## src/rtl/pedestrian_xing_ctrl.sv

```systemverilog
// rtl/pedestrian_xing_ctrl.sv - pedestrian crossing lamp controller with debounced request and night blink
module pedestrian_xing_ctrl #(
  parameter int unsigned TICK_DIV = 12_000_000,
  parameter int GREEN_T  = 5,
  parameter int YELLOW_T = 2,
  parameter int ALLRED_T = 1,
  parameter int WALK_T   = 3,
  parameter int CNT_W    = 8,
  parameter int DEB_CYC  = 4
) (
  input  logic             clk,
  input  logic             rst,
  input  logic             buton,
  input  logic             night,
  output logic             car_red,
  output logic             car_yellow,
  output logic             car_green,
  output logic             ped_red,
  output logic             ped_green,
  output logic [7:0]       led,
  output logic [CNT_W-1:0] remaining,
  output logic             req_pending,
  output logic             tick
);

  localparam logic [2:0] S_GREEN  = 3'd0;
  localparam logic [2:0] S_YELLOW = 3'd1;
  localparam logic [2:0] S_ALLRED = 3'd2;
  localparam logic [2:0] S_WALK   = 3'd3;
  localparam logic [2:0] S_NIGHT  = 3'd4;

  localparam logic [CNT_W-1:0] G_LAST = CNT_W'(GREEN_T - 1);
  localparam logic [CNT_W-1:0] Y_LAST = CNT_W'(YELLOW_T - 1);
  localparam logic [CNT_W-1:0] A_LAST = CNT_W'(ALLRED_T - 1);
  localparam logic [CNT_W-1:0] W_LAST = CNT_W'(WALK_T - 1);

  localparam int DEB_W = (DEB_CYC > 1) ? $clog2(DEB_CYC) : 1;
  localparam logic [DEB_W-1:0] DEB_LAST = DEB_W'(DEB_CYC - 1);
  localparam logic [31:0] PRESC_LAST = 32'(TICK_DIV - 1);

  logic [31:0]      presc;
  logic             buton_s1, buton_s2, night_s1, night_s2;
  logic [DEB_W-1:0] deb_cnt;
  logic             deb_set;
  logic [2:0]       state, state_nxt;
  logic [CNT_W-1:0] phase_cnt, cnt_nxt;
  logic             blink;
  logic             enter_clear;

  assign tick = (presc == PRESC_LAST);

  always_ff @(posedge clk) begin
    if (!rst) presc <= '0;
    else if (tick) presc <= '0;
    else presc <= presc + 32'd1;
  end

  always_ff @(posedge clk) begin
    if (!rst) begin
      buton_s1 <= 1'b1;
      buton_s2 <= 1'b1;
      night_s1 <= 1'b0;
      night_s2 <= 1'b0;
    end else begin
      buton_s1 <= buton;
      buton_s2 <= buton_s1;
      night_s1 <= night;
      night_s2 <= night_s1;
    end
  end

  // deb_cnt holds the number of earlier consecutive low cycles, saturating at DEB_CYC-1
  always_ff @(posedge clk) begin
    if (!rst || buton_s2) deb_cnt <= '0;
    else if (deb_cnt != DEB_LAST) deb_cnt <= deb_cnt + DEB_W'(1);
  end

  assign deb_set = !buton_s2 && (deb_cnt == DEB_LAST);

  always_comb begin
    state_nxt = state;
    cnt_nxt   = phase_cnt;
    case (state)
      S_GREEN: if (tick) begin
        if (phase_cnt == G_LAST) begin
          if (night_s2) begin
            state_nxt = S_NIGHT;
            cnt_nxt   = '0;
          end else if (req_pending) begin
            state_nxt = S_YELLOW;
            cnt_nxt   = '0;
          end
        end else cnt_nxt = phase_cnt + CNT_W'(1);
      end
      S_YELLOW: if (tick) begin
        if (phase_cnt == Y_LAST) begin
          state_nxt = S_ALLRED;
          cnt_nxt   = '0;
        end else cnt_nxt = phase_cnt + CNT_W'(1);
      end
      S_ALLRED: if (tick) begin
        if (phase_cnt == A_LAST) begin
          state_nxt = S_WALK;
          cnt_nxt   = '0;
        end else cnt_nxt = phase_cnt + CNT_W'(1);
      end
      S_WALK: if (tick) begin
        if (phase_cnt == W_LAST) begin
          state_nxt = S_GREEN;
          cnt_nxt   = '0;
        end else cnt_nxt = phase_cnt + CNT_W'(1);
      end
      S_NIGHT: if (tick && !night_s2) begin
        state_nxt = S_GREEN;
        cnt_nxt   = '0;
      end
      default: begin
        state_nxt = S_GREEN;
        cnt_nxt   = '0;
      end
    endcase
  end

  assign enter_clear = (state_nxt == S_WALK  && state != S_WALK) ||
                       (state_nxt == S_NIGHT && state != S_NIGHT);

  always_ff @(posedge clk) begin
    if (!rst) begin
      state       <= S_GREEN;
      phase_cnt   <= '0;
      req_pending <= 1'b0;
      blink       <= 1'b0;
    end else begin
      state     <= state_nxt;
      phase_cnt <= cnt_nxt;
      if (enter_clear) req_pending <= 1'b0;
      else if (deb_set && (state == S_GREEN || state == S_YELLOW || state == S_ALLRED))
        req_pending <= 1'b1;
      if (state != S_NIGHT) blink <= 1'b0;
      else if (tick) blink <= ~blink;
    end
  end

  always_comb begin
    car_red    = 1'b0;
    car_yellow = 1'b0;
    car_green  = 1'b0;
    ped_red    = 1'b0;
    ped_green  = 1'b0;
    remaining  = '0;
    case (state)
      S_GREEN:  begin car_green  = 1'b1; ped_red   = 1'b1; remaining = G_LAST - phase_cnt; end
      S_YELLOW: begin car_yellow = 1'b1; ped_red   = 1'b1; remaining = Y_LAST - phase_cnt; end
      S_ALLRED: begin car_red    = 1'b1; ped_red   = 1'b1; remaining = A_LAST - phase_cnt; end
      S_WALK:   begin car_red    = 1'b1; ped_green = 1'b1; remaining = W_LAST - phase_cnt; end
      S_NIGHT:  car_yellow = blink;
      default:  ;
    endcase
  end

  assign led = ~{ped_red, ped_green, 3'b000, car_red, car_green, car_yellow};

endmodule

```

## config.mk

```make
export PLATFORM = sky130hd
export DESIGN_NAME = pedestrian_xing_ctrl
export DESIGN_NICKNAME = d
export VERILOG_FILES = /design/src/rtl/pedestrian_xing_ctrl.sv
export SDC_FILE = /design/constraint.sdc
export NUM_CORES = 1
export LEC_CHECK = 0
export BUFFER_PORTS_ARGS = -buffer_cell sky130_fd_sc_hd__buf_4
export CELL_PAD_IN_SITES_DETAIL_PLACEMENT = 2
export CELL_PAD_IN_SITES_GLOBAL_PLACEMENT = 2
export CORE_MARGIN = 5
export CORE_UTILIZATION = 32
export DETAILED_ROUTE_END_ITERATION = 10
export PLACE_DENSITY = 0.86
export SETUP_SLACK_MARGIN = 0.02
export SLEW_MARGIN = 10
export SYNTH_ARGS = -nofsm -noshare
export SYNTH_HDL_FRONTEND = slang
export SYNTH_SLANG_ARGS = --single-unit
```

## constraint.sdc

```tcl
create_clock -name clk -period 2.7 [get_ports clk]
set_clock_uncertainty 0.1 [all_clocks]
set_input_delay 0.54 -clock clk [delete_from_list [all_inputs] [get_ports clk]]
set_output_delay 0.54 -clock clk [all_outputs]
set_load 0.02 [all_outputs]
```

# Yosys cells after proc, flatten, opt, wreduce, memory -nomap -nowiden
# Cells that the tools add are included.
# word_totals
regBits,51
in_bits,4
out_inout_bits,23
wordCells,90
# op_classes
n_addsub,7
n_eq_ne,20
mux,30
bitwise_logic,3
reduce_logical,20
# op_table
operator,count
$mux W8,11
$pmux W8 S5,1
$mux W3,11
$add A32 B1 Y32 const B,1
$eq A32 B24 Y1 const B,1
$pmux W8 S4,1
$sub A1 B8 Y8 const A,2
$pmux W3 S5,1
$ne A2 B2 Y1 const B,6
$eq A3 B2 Y1 const B,3
$add A8 B1 Y8 const B,1
$eq A8 B1 Y1 const B,1
$eq A8 B2 Y1 const B,1
$eq A8 B3 Y1 const B,1
$logic_not A8 Y1,1
$not A8 Y8,1
$reduce_or A2 Y1,4
$sub A2 B8 Y8 const A,1
$sub A3 B8 Y8 const A,1
$eq A3 B3 Y1 const B,2
$reduce_and A6 Y1,1
$logic_and A1 B1 Y1,5
$logic_or A1 B1 Y1,4
$mux W1,4
other kinds (11),14

# Longest topological paths before layout
# Gate-level depths: netlist (run 1).
# logic_depth
ltp_word,9
ltp_mapped,9
ltp_nobuf,7

# Worst setup path before layout (run 1)
# Ideal clock, no wire load.
# synth_timing
path_kind,flip-flop to output port
startpoint,register state[1]
endpoint,output remaining[5]
arrival_ps,2249
t_required_ps,2060
slack_ps,-189
path_stages_with_launch,7
n_path_buf,1
path_cell_list,dfxtp_1 > clkbuf_1 > nand3b_1 > inv_1 > a222oi_1 > or3_1 > a221oi_1
# synth_between
elab_chain_cells,2
elab_cells_between_ends,5
classes_between,eq/ne: 3; mux: 1; reduce/logical: 1
# synth_lines
element,line_no,text
"start, declared",45,"logic [2:0] state, state_nxt;"
"start signal, assigned",134,state <= state_nxt;
$eq A3 B2 Y1 (tied with other cells),151,case (state)
$pmux W8 S4 *,151,
"end, declared",21,"output logic [CNT_W-1:0] remaining,"
# Every way passes the cells marked *; elsewhere a longest branch is shown, timed or not.

# Final worst setup path (run 1)
# layout_timing
startpoint,register state[0]
endpoint,output remaining[5]
# Same word-level chain as after synthesis.

==> metrics.cfg, run 1 <==
[timing]
max_freq_ghz = 0.357
drv_slew = 0
rsz0062_at_grt = yes
min_period_over_period = 1.04
post-route-min-period_ns = 2.80
tightest_slew_ns = 0.609
fin_ws_ns = -0.102
finalHoldViolations = 0
setup_viol = 2
timing.slew.headroom = 0.590

[setup_path]
rr_startpoint = presc[19]
crit_path_end_kind = primary output
worstReg2RegEnd = phase_cnt[4]
r2r_slack_ns = 0.04
cp-start-kind = register
rr_worst_depth = 5
cp_max_fo = 6
crit_required_ns = 2.06
crit_arrival_ns = 2.16
crit_type = reg2out

[floorplanning]
core_mm2 = 0.00933
top_level_ports = 27
start_util = 0.331
dieArea_mm2 = 0.0117
die_h_um = 108
die_x_um = 108
rows = 35

[synthesis]
netlist_area_mm2 = 0.00309
syn_avg_cell_area_um2 = 7.82
synthFlopType = dfxtp_1
synth_seq_cells = 51
yosysTopAreaCellShare = 0.331
async_flop_share = 0
synth-edff-count = 0
synth_area_leaders = dfxtp_1 33%, nor2_1 6.8%, xor2_1 5.7%
netlist_instances = 395
seq_area_frac_synth = 0.331
synth_cell_type_count = 57
yosys_warnings = 0
yosys.area.top_type = dfxtp_1

[global_route]
grt_pass1_wl_um = 19000
grt-ovfl-total = 0
grt_pass1_vias = 3583
grt_max_degree = 31
grt.total_usage = 0.203
antenna_found_initial = 0

[clock_tree]
cts_tree = yes
htreeDepth = 2
cts_made_buffers = 5
cts_sinks = 51
clock_latency_ns = 0.32
path_clk_slew_ns = 0.13
clockBufferDepth = 2
cts_root_buf = clkbuf_8
ctsHoldBuffers = 0

[place]
place_ws_ns = -0.0365
dp_hpwl_um = 8010
portBuffers = 23
gp_congestion = 0.878

[power_and_ir_drop]
ir_worst_vdd_v = 0.000220
leakagePower_nw = 1.50
fin_total_pwr_mw = 1.57
p_per_area_mw_per_mm2 = 398

[min_path]
hp-class = in2reg
hold_end = buton_s1
holdPathStages = 2
min_from = buton

[cells_and_area]
area_delta_synth_final_pct = 27.7
drive_above_1_share = 0.269
finalNetCount = 454
antenna_cells = 0

[drt]
dr_total_vias = 3275
drc = 0
dr.pass1.iters = 4
wl_per_cell_um = 21.2
drt-total-wl_um = 12100
drt-initial-drc-count = 149
final_antenna_net_count = 0
vias_per_cell = 5.74

[run_status]
outcome = finished with violations
failed_checks = setup timing

[run]
cap_violations = 0

flip-flops by register name (all words and copies together) (netlist names), 2 cells and up:
signal / count
phase_cnt: 8
presc: 32
state: 3
deb_cnt: 2
layout by cell type, fill, tap and decap left out, types with 5 or more instances in the layout:
| cell type | synthesis | layout |
|---|---|---|
| a21oi_1 | 15 | 12 |
| a31oi_1 | 9 | 8 |
| and3_1 | 7 | 7 |
| buf_4 | 3 | 59 |
| clkbuf_8 | 0 | 5 |
| dfxtp_1 | 51 | 44 |
| ha_1 | 9 | 6 |
| inv_1 | 17 | 13 |
| mux2i_1 | 5 | 5 |
| nand2_1 | 21 | 21 |
| nand2b_1 | 9 | 7 |
| nand3_1 | 18 | 18 |
| nand4_1 | 21 | 21 |
| nor2_1 | 56 | 55 |
| nor3_1 | 12 | 11 |
| nor4_1 | 9 | 8 |
| xnor2_1 | 13 | 13 |
| xor2_1 | 20 | 20 |
where the power goes:
part / internal, mW / total (mW) / switching [mW]
Combinational: 0.128 / 0.302 / 0.174
Clock: 0.193 / 0.497 / 0.304
Sequential: 0.761 / 0.772 / 0.0108
Total: 1.08 / 1.57 / 0.488
how the worst max path moves through the flow:
stage | start | to | slack, ns
after floorplan | state[1] | remaining[5] | -0.01
after global placement | presc[10] | phase_cnt[0] | 0.03
after detailed placement | presc[10] | phase_cnt[4] | -0.04
after CTS | state[0] | remaining[5] | -0.08
after global routing | state[0] | remaining[5] | -0.19
final | state[0] | remaining[5] | -0.10
metal layers:
metal | wire length (µm) | GRT usage | vias to the layer above
met5 | 0 | 0 | -
met4 | 274 | 0.0577 | 0
met3 | 458 | 0.0376 | 23
met2 | 6310 | 0.377 | 86
met1 | 5060 | 0.237 | 1670
li1 | - | - | 1496
cell families (layout without fill, tap and decap cells):
group,after synthesis,after routing,synth area share
xor gates and xnor gates,33,33,0.0936
AOI/OAI and AO/OA,68,68,0.150
DFF,51,51,0.331
adders and majority gates,9,9,0.0365
muxes,6,6,0.0199
and+or+nand+nor,183,183,0.306
other,1,3,0.00121
buffers and inverters,44,89,0.0624
worst max-delay path, stage by stage (launching register included):
cell,delay (ns)
dfxtp_4,0.39
or3_4,0.38
inv_4,0.07
a222oi_1,0.07
buf_4,0.16
or3_4,0.33
a221oi_4,0.28
buf_6,0.15
final cells by class:
cell class	instances	area, µm²
clock buffers	5	68.8
clock inverters	3	27.5
fillers	1057	5380
inverters	17	71.3
multi-input cells	302	2050
flip-flops and latches	51	1040
well taps	129	161
repair buffers	64	522
stage by stage:
| stage | utilization | hold WS (ns) | instance area (µm²) | cells | setup TNS, ns |
|---|---|---|---|---|---|
| global route | 0.423 | 0.294 | 3940 | 571 | -0.318 |
| CTS | 0.408 | 0.294 | 3800 | 569 | -0.0831 |
| detailed placement | 0.383 | 0.303 | 3570 | 553 | -0.0553 |
| finish | 0.423 | 0.289 | 3940 | 571 | -0.103 |
| global placement | 0.383 | 0.290 | 3570 | 553 | 0 |
| floorplan | - | 0.286 | 3120 | 397 | -0.0101 |
cells in the mapped netlist (all sizes together), types with 7 or more instances:
library cell / number
a21oi: 15
a31oi: 9
and3: 7
buf: 7
clkbuf: 20
dfxtp: 51
ha: 9
inv: 17
nand2: 21
nand2b: 9
nand3: 18
nand4: 21
nor2: 56
nor3: 12
nor4: 9
o21ai: 9
xnor2: 13
xor2: 20
timing repair:
| action | 4_1_cts | 5_1_grt |
|---|---|---|
| resized for setup | 28 | 27 |
| setup buffers | 8 | 2 |
| cloned | 0 | 1 |
| setup endpoints to repair | 12 | 11 |
| pin swaps | 5 | 10 |
(Power assumes the default switching activity.)
==> inputs of run 2 (changes only) <==
--- a/config.mk
+++ b/config.mk
@@ -10,10 +10,10 @@
 export CELL_PAD_IN_SITES_GLOBAL_PLACEMENT = 2
 export CORE_MARGIN = 5
 export CORE_UTILIZATION = 32
+export CTS_BUF_LIST = sky130_fd_sc_hd__clkbuf_16
 export DETAILED_ROUTE_END_ITERATION = 10
 export PLACE_DENSITY = 0.86
 export SETUP_SLACK_MARGIN = 0.02
-export SLEW_MARGIN = 10
 export SYNTH_ARGS = -nofsm -noshare
 export SYNTH_HDL_FRONTEND = slang
 export SYNTH_SLANG_ARGS = --single-unit
==> run 2 against run 1 <==
Effect of this change:
- the flow still finishes with violations (setup timing)
- wire length fell by 2.0%
- flip-flop and latch count did not move
- non-clock buffer count fell by 5
- maximum frequency rose by 0.83%
- sequential power barely moved
- worst setup slack improved by 0.023 ns
- global-route usage fell by 0.54 points
- total power rose by 10%
- critical path depth did not move
- worst hold slack improved by 0.023 ns
- combinational power fell by 6.6%
- critical endpoint unchanged
- largest power group unchanged
- highest routed layer unchanged
==> metrics.cfg, run 2 (synthesis gave the netlist of run 1 again) <==
[drt]
vias_per_cell = 5.66  ; -1.3%
drc = 0  ; unchanged
wl_per_cell_um = 21.0  ; -1.2%
drt-total-wl_um = 11900  ; -2.0%
dr.pass1.iters = 4  ; unchanged
final_antenna_net_count = 0  ; unchanged
dr_total_vias = 3205  ; -2.1%
drt-initial-drc-count = 94  ; -37%

[clock_tree]
cts_sinks = 51  ; unchanged
clockBufferDepth = 2  ; unchanged
cts_tree = yes
ctsHoldBuffers = 0  ; unchanged
cts_made_buffers = 5  ; unchanged
clock_latency_ns = 0.30  ; -0.02 ns
path_clk_slew_ns = 0.08  ; -0.05 ns
cts_root_buf = clkbuf_16
htreeDepth = 2  ; unchanged

[run_status]
failed_checks = setup timing
outcome = finished with violations

[timing]
timing.slew.headroom = 0.575  ; -0.0155
max_freq_ghz = 0.360  ; +0.83%
fin_ws_ns = -0.0786  ; +0.0231 ns
rsz0062_at_grt = yes
min_period_over_period = 1.03  ; -0.00854
setup_viol = 2  ; unchanged
hold_ws_ns = 0.312  ; +0.0228 ns
tightest_slew_ns = 0.632  ; +0.0230 ns
finalHoldViolations = 0  ; unchanged
drv_slew = 0  ; unchanged
post-route-min-period_ns = 2.78  ; -0.0231 ns

[power_and_ir_drop]
p_int_mw = 1.24  ; +14%
comb_power_share = 0.163  ; -0.029
p_per_area_mw_per_mm2 = 445  ; +12%
leakagePower_nw = 1.49  ; -0.63%
netSwitchingPower_mw = 0.495  ; +1.4%
p_clk_frac = 0.392  ; +0.076
ir_worst_vdd_v = 0.000218  ; -0.96%
swShare = 0.286  ; -0.0249
p_seq_frac = 0.445  ; -0.046

[run]
cap_violations = 0  ; unchanged

[min_path]
hp-class = reg2reg

[global_route]
grt-ovfl-total = 0  ; unchanged
grt_pass1_vias = 3541  ; -1.2%
grt_max_degree = 31  ; unchanged
antenna_found_initial = 0  ; unchanged
grt_pass1_wl_um = 18400  ; -2.9%
grt.total_usage = 0.198  ; -0.00537

[cells_and_area]
largest_reg_flops = 32  ; unchanged
design_area_mm2 = 0.00389  ; -1.4%
drive_above_1_share = 0.247  ; -0.0221
largest_registers = presc x32, phase_cnt x8, state x3
fillers = 1064  ; +0.66%
mostFrequentLayoutCells = 55 x nor2_1, 55 x buf_4, 44 x dfxtp_1
multi_input_area_mm2 = 0.00199  ; -3.0%
finalNetCount = 449  ; -1.1%
regArea_mm2 = 0.00104  ; -0.24%
antenna_cells = 0  ; unchanged
top_register = presc
area_delta_synth_final_pct = 26.0
instances_no_fill = 566  ; -0.88%

[setup_path]
cp_max_fo = 7  ; +1
crit_arrival_ns = 2.14  ; -0.02 ns
crit_required_ns = 2.06  ; about the same
crit_path_end_kind = primary output
crit_type = reg2out
cp-start-kind = register

[floorplanning]
start_util = 0.331  ; unchanged
die_x_um = 108  ; unchanged
die_h_um = 108  ; unchanged
dieArea_mm2 = 0.0117  ; unchanged
rows = 35  ; unchanged
top_level_ports = 27  ; unchanged
core_mm2 = 0.00933  ; unchanged

[place]
portBuffers = 23  ; unchanged
dp_hpwl_um = 8010  ; unchanged
place_ws_ns = -0.0365  ; unchanged
place_area_mm2 = 0.00357  ; unchanged
gp_congestion = 0.878  ; unchanged
placed_cells = 553  ; unchanged

[run 2: cell count changes in the layout (fill, tap and decap cells not counted), sizes merged]
cell  before  now
buf       63   58
[run 2: power groups by stage]
stage                     sequential (mW)  combinational (mW)  clock (mW)
after detailed placement            0.790               0.255           0
after global placement              0.789               0.243           0
final                               0.771               0.282       0.679
after global routing                0.773               0.302       0.731
after CTS                           0.774               0.267       0.690
after floorplan                     0.786               0.160           0
[run 2: cell type report]
class | instances | share of cell area
Clock buffer | 5 | 0.0322
Clock inverter | 3 | 0.00708
Inverter | 17 | 0.0170
Multi-Input combinational cell | 302 | 0.512
Sequential cell | 51 | 0.267
Tap cell | 129 | 0.0415
Timing Repair Buffer | 59 | 0.124
[run 2: path summary, 6_finish.rpt]
path | from | cells after the start | to | slack (ns)
setup reg to reg | presc[8] | 8 | presc[19] | 0.08
hold reg to reg | buton_s1 | 1 | buton_s2 | 0.31
setup / recovery | state[0] | 7 | remaining[5] | -0.08
hold / removal | buton_s1 | 1 | buton_s2 | 0.31
[run 2: repair_timing]
| action | CTS | global route |
|---|---|---|
| pin swaps | 3 | 5 |
| resized for setup | 23 | 16 |
| gates cloned | 0 | 1 |
| setup endpoints to repair | 12 | 26 |
| setup buffers | 3 | 2 |
[run 2: critical path: stages (launching register included)]
cell and delay (ns):
dfxtp_4 0.37, or3_4 0.41, inv_4 0.07, a222oi_1 0.06, buf_4 0.15, or3_4 0.33, a221oi_4 0.28, buf_6 0.15
[run 2: stage by stage]
| stage | utilization | TNS, ns | total power, mW |
|---|---|---|---|
| after floorplan | - | -0.0101 | 0.946 |
| after global placement | 0.383 | 0 | 1.03 |
| after detailed placement | 0.383 | -0.0553 | 1.05 |
| after CTS | 0.408 | -0.0824 | 1.73 |
| after global routing | 0.417 | -0.243 | 1.81 |
| final | 0.417 | -0.102 | 1.73 |
[run 2: per-layer routing]
metal | wire length [µm] | vias to the layer above | share of wire | global-route usage
li1 | - | 1482 | - | -
met5 | 0 | - | 0 | 0
met3 | 450 | 24 | 0.038 | 0.0358
met4 | 295 | 0 | 0.025 | 0.0694
met1 | 4950 | 1625 | 0.42 | 0.225
met2 | 6170 | 74 | 0.52 | 0.369
